`config.mk`:
```
export PLATFORM = sky130hd
export DESIGN_NAME = hit_detector
export DESIGN_NICKNAME = d
export VERILOG_FILES = /design/src/rtl/asteroids_pkg.sv /design/src/rtl/hit_popcount.sv /design/src/rtl/hit_detector.sv
export SDC_FILE = /design/constraint.sdc
export NUM_CORES = 1
export LEC_CHECK = 0
export BUFFER_PORTS_ARGS = -buffer_cell sky130_fd_sc_hd__buf_2
export CAP_MARGIN = 5
export CELL_PAD_IN_SITES_DETAIL_PLACEMENT = 1
export CELL_PAD_IN_SITES_GLOBAL_PLACEMENT = 2
export CORE_UTILIZATION = 36
export CTS_CLUSTER_SIZE = 40
export DETAILED_ROUTE_END_ITERATION = 12
export GPL_ROUTABILITY_DRIVEN = 1
export PLACE_DENSITY_LB_ADDON = 0.15
export SYNTH_ARGS = -nofsm -noshare
export SYNTH_HDL_FRONTEND = slang
export SYNTH_HIERARCHICAL = 1
export SYNTH_SLANG_ARGS = --single-unit
```
`constraint.sdc`:
```
create_clock -name clk -period 6.3 [get_ports clk]
set_input_delay 0.63 -clock clk [delete_from_list [all_inputs] [get_ports clk]]
set_output_delay 0.63 -clock clk [all_outputs]
set_load 0.02 [all_outputs]
```
`src/rtl/asteroids_pkg.sv`:
```
// Shared widths and vector types for the asteroids collision / scoring logic.
package asteroids_pkg;

  localparam int LIVES_W       = 2;
  localparam int POINTS_DEF    = 10;
  localparam int TORPEDOS_DEF  = 2;
  localparam int ASTEROIDS_DEF = 8;

  typedef logic [TORPEDOS_DEF-1:0]  torp_vec_t;
  typedef logic [ASTEROIDS_DEF-1:0] hit_vec_t;

endpackage

```
`src/rtl/hit_popcount.sv`:
```
// Combinational population count of a hit vector.
module hit_popcount #(
  parameter int N = 8
) (
  input  logic [N-1:0]             bits,
  output logic [$clog2(N+1)-1:0]   count
);

  localparam int CW = $clog2(N + 1);

  always_comb begin
    count = '0;
    for (int i = 0; i < N; i++) begin
      count = count + CW'(bits[i]);
    end
  end

endmodule

```
`src/rtl/hit_detector.sv`:
```
// Per-frame collision accumulation between torpedoes, asteroids and the ship,
// with frame-end hit pulses plus the score and lives counters.
module hit_detector
  import asteroids_pkg::*;
#(
  parameter int TORPEDOS      = TORPEDOS_DEF,
  parameter int ASTEROIDS     = ASTEROIDS_DEF,
  parameter int SCORE_W       = 16,
  parameter int POINTS        = POINTS_DEF,
  parameter int LIVES_INIT    = 3,
  parameter int INVULN_FRAMES = 120
) (
  input  logic                 clk,
  input  logic                 resetN,
  input  logic                 vsync,
  input  logic                 pixel_en,
  input  logic [TORPEDOS-1:0]  torpedo_draw,
  input  logic [ASTEROIDS-1:0] asteroid_draw,
  input  logic                 ship_draw,
  input  logic                 new_game,
  output logic [TORPEDOS-1:0]  torpedo_collision,
  output logic [ASTEROIDS-1:0] asteroid_hit,
  output logic                 ship_hit,
  output logic [SCORE_W-1:0]   score,
  output logic [LIVES_W-1:0]   lives,
  output logic                 game_over
);

  localparam int IW    = $clog2(INVULN_FRAMES + 1);
  localparam int CNT_W = $clog2(ASTEROIDS + 1);

  logic [TORPEDOS-1:0]  t_acc, t_cur;
  logic [ASTEROIDS-1:0] a_acc, a_cur;
  logic                 s_acc, s_cur;
  logic [IW-1:0]        invuln;
  logic [CNT_W-1:0]     hit_count;
  logic [SCORE_W:0]     score_prod, score_sum;
  logic [SCORE_W-1:0]   score_next;
  logic                 any_ast, any_torp, ship_ok;

  hit_popcount #(.N(ASTEROIDS)) u_popcount (
    .bits  (asteroid_hit),
    .count (hit_count)
  );

  // Overlaps seen this pixel; blanking cycles contribute nothing.
  always_comb begin
    any_ast  = |asteroid_draw;
    any_torp = |torpedo_draw;
    t_cur    = '0;
    a_cur    = '0;
    s_cur    = 1'b0;
    if (pixel_en) begin
      t_cur = torpedo_draw & {TORPEDOS{any_ast}};
      a_cur = asteroid_draw & {ASTEROIDS{any_torp}};
      s_cur = ship_draw & any_ast;
    end
  end

  // Extra bit of headroom so an overflowing add saturates instead of wrapping.
  always_comb begin
    score_prod = (SCORE_W+1)'(POINTS) * (SCORE_W+1)'(hit_count);
    score_sum  = {1'b0, score} + score_prod;
    score_next = score_sum[SCORE_W] ? {SCORE_W{1'b1}} : score_sum[SCORE_W-1:0];
    ship_ok    = s_acc && (invuln == '0) && !game_over;
  end

  always_ff @(posedge clk or negedge resetN) begin
    if (!resetN) begin
      t_acc             <= '0;
      a_acc             <= '0;
      s_acc             <= 1'b0;
      torpedo_collision <= '0;
      asteroid_hit      <= '0;
      ship_hit          <= 1'b0;
      score             <= '0;
      lives             <= LIVES_W'(LIVES_INIT);
      game_over         <= 1'b0;
      invuln            <= '0;
    end else if (new_game) begin
      t_acc             <= '0;
      a_acc             <= '0;
      s_acc             <= 1'b0;
      torpedo_collision <= '0;
      asteroid_hit      <= '0;
      ship_hit          <= 1'b0;
      score             <= '0;
      lives             <= LIVES_W'(LIVES_INIT);
      game_over         <= 1'b0;
      invuln            <= '0;
    end else begin
      if (vsync) begin
        // Close the frame; an overlap in the vsync cycle seeds the next one.
        torpedo_collision <= t_acc;
        asteroid_hit      <= a_acc;
        ship_hit          <= ship_ok;
        t_acc             <= t_cur;
        a_acc             <= a_cur;
        s_acc             <= s_cur;
        if (ship_ok) begin
          lives     <= lives - LIVES_W'(1);
          game_over <= (lives == LIVES_W'(1));
          invuln    <= IW'(INVULN_FRAMES);
        end else if (invuln != '0) begin
          invuln <= invuln - IW'(1);
        end
      end else begin
        torpedo_collision <= '0;
        asteroid_hit      <= '0;
        ship_hit          <= 1'b0;
        t_acc             <= t_acc | t_cur;
        a_acc             <= a_acc | a_cur;
        s_acc             <= s_acc | s_cur;
      end
      if (!game_over) begin
        score <= score_next;
      end
    end
  end

endmodule

```
==> impl_metrics.ini <==
[logic_synthesis]
syn-cell-area_um2 = 2730
syn-mean-instance-area_um2 = 10.3
synth_xor_area_frac = 0.0225
synth.yosys.warnings = 6
muxShareOfSynthArea = 0.00367
synth_ff_type = dfrtp_1
ys_seq_area_frac = 0.441
synth_edf_count = 0
synth_fa_ha_area_frac = 0.117
synth_top_family_by_area = simple AND/OR/NAND/NOR gates
synth-compound-area-share = 0.184
ys_ff_latch = 48
synthSimpleGateAreaFrac = 0.187
synth_nets = 302
postSynthCellCount = 264
synth_cell_types = 52
async_reset_ff_frac = 1.00

[min_path]
worstHoldPathType = input pin to asynchronous set/reset pin

[timing]
min_period_over_period = 0.830
hold_viol = 0
timing.hold.ws_ps = 400
max_slew.worst_pin.slew_ps = 711
finalCriticalPeriod_ps = 5230
rsz0062_at_grt = no
maxSlewHeadroom = 0.524
skew_ps = 6.23
setup_slack_ps = 1070
setup_viol = 0
slew_viol_final = 0
finalSetupTns_ps = 0
max_freq_mhz = 191

[place]
dp_hpwl_um = 4740
place.gp.congestion = 0.760
port_buffers = 45
dp.cells = 401
dp_slack_ps = 1070

[clocking]
htree_levels = 2
clkLatencyLatePin_ps = 310
post_cts_resized = 0
cts_buffers = 5
hold_buffers = 0
clockBufferDepth = 2
cts_tree = built
clock-sinks = 48
postCtsSetupRepairBufs = 0
clkTransAtPathRegs_ps = 90
root_buffer = clkbuf_8

[flow_run]
maxCapViolCount = 0

[layout]
fin_nets = 347
final_common_cell = dfrtp_1
area_growth_pct = 16.9
layout_common_cells = dfrtp_1, buf_2, inv_1
finalNonFillerCells = 409
layout-drive-gt1-share = 0.242
diodes = 0

[pwr]
power_switching_w = 0.000280
fin_total_pwr_w = 0.000871
p_sw_frac = 0.322
p_int_w = 0.000591
leakagePower_nw = 1.60
power_density_nw_per_um2 = 273
seqPwrFrac = 0.427
vdd_drop_max_uv = 96.1
comb_power_share = 0.256
clkPwrFrac = 0.317

[route]
dr.pass1.iters = 4
wl_per_cell_um = 15.6
vias_per_cell = 5.08
final_antenna_net_count = 0
drc = 0
first_iter_violations = 31
num_vias = 2077
wl_um = 6380

[critical_path]
cp_common_cell = fa_1
max_stage_delay_ps = 550
crit_fanout = 7
r2r_slack_ps = 1070
crit_arrival_ps = 5450
path_class = flip-flop to flip-flop
worstPathRequired_ps = 6520
cp-start-kind = flip-flop
worstSetupEndpointType = flip-flop
crit_chain = inv_1 > fa_1 > fa_1 > fa_1 > inv_1 > ha_1 > inv_1 > fa_1 > inv_1 > ha_1 > ha_1 > fa_1 > xor2_1 > ha_1 > o21a_1 > o21ai_2 > a211oi_4 > and3_1 > a211oi_1
critPathSlowestCell = fa_1

[floorplanning]
chipHeight_um = 89.0
dieArea_um2 = 7930
io_pins = 46
coreArea_um2 = 7290
die_x_um = 89.0
fp-row-count = 31
initial_core_util = 0.374

[grt]
grt_pass1_wl_um = 10400
first_global_vias = 2103
grt_max_degree = 49
grt_usage = 0.175
overflow = 0
antenna_found_initial = 0

[status]
status = complete, no violations
[cell usage after synthesis (3+ instances only)]
master,n,area share
dfrtp_1,46,0.42
inv_1,21,0.029
a21oi_1,18,0.033
nor2_1,18,0.025
nand2_1,17,0.023
ha_1,16,0.073
and2_1,12,0.028
a22o_1,11,0.035
nor3_1,11,0.020
clkbuf_1,7,0.0096
fa_1,6,0.044
a211oi_1,5,0.014
and3_1,5,0.011
nand2b_1,5,0.011
nand3_1,5,0.0092
nor2b_1,4,0.0092
nor4_1,4,0.0092
xnor2_1,4,0.013
a311oi_2,3,0.017
a41oi_1,3,0.0096
o211ai_2,3,0.014
xor2_1,3,0.0096
[worst paths after layout]
kind	start	end	cells past startpoint
setup / recovery	asteroid_hit[0]$_DFF_PN0_	score[15]$_DFFE_PN0P_	19
hold / removal	resetN	score[4]$_DFFE_PN0P_	2
setup reg to reg	asteroid_hit[0]$_DFF_PN0_	score[15]$_DFFE_PN0P_	19
hold reg to reg	a_acc[3]$_DFF_PN0_	asteroid_hit[3]$_DFF_PN0_	1
max in group asynchronous	resetN	score[0]$_DFFE_PN0P_	2
min in group clk	a_acc[3]$_DFF_PN0_	asteroid_hit[3]$_DFF_PN0_	1
[power groups by stage]
stage / registers, W / clock network, W / logic, W
after floorplan: 0.000380 / 0 / 0.000157
after global placement: 0.000378 / 0 / 0.000225
after detailed placement: 0.000379 / 0 / 0.000226
after CTS: 0.000373 / 0.000283 / 0.000227
after global routing: 0.000378 / 0.000294 / 0.000257
final: 0.000372 / 0.000276 / 0.000223
[sequential cells by signal (all words and copies together), names as in the netlist]
register and count:
a_acc 8, asteroid_hit 8, game_over 1, invuln 7, lives 2, s_acc 1
score 16, ship_hit 1, t_acc 2, torpedo_collision 2
[stage by stage]
stage / utilization / instance area, um2
floorplan: - / 2730
global placement: 0.418 / 3050
detailed placement: 0.418 / 3050
CTS: 0.437 / 3190
global route: 0.437 / 3190
finish: 0.437 / 3190
[worst max-delay path: cells and delay by family, from the launching register on]
kind	cells	cell delay (ps)
and+or+nand+nor	1	210
buffers and inverters	4	250
xor gates and xnor gates	1	170
adders and majority gates	9	3300
DFF	1	360
AOI/OAI and AO/OA	4	840
[cell families (layout without fill, tap and decap cells)]
family	Yosys count	in the layout
AOI/OAI and AO/OA	62	62
and+or+nand+nor	93	93
adders and majority gates	22	22
DFF	48	48
muxes	1	1
buffers and inverters	31	77
xor gates and xnor gates	7	7
[layout make-up]
| type | instances | area (um2) |
|---|---|---|
| fillers | 843 | 4110 |
| multi-input cells | 185 | 1400 |
| flip-flops and latches | 48 | 1200 |
| repair buffers | 46 | 233 |
| well taps | 99 | 124 |
| inverters | 23 | 86.3 |
| clock buffers | 5 | 68.8 |
| clock inverters | 3 | 68.8 |
[metal layers]
layer / GRT usage / routed length, um
met5: 0 / 0
met1: 0.246 / 3090
met4: 0.0649 / 102
met2: 0.276 / 3010
met3: 0.0268 / 184
(Power assumes the default switching activity.)
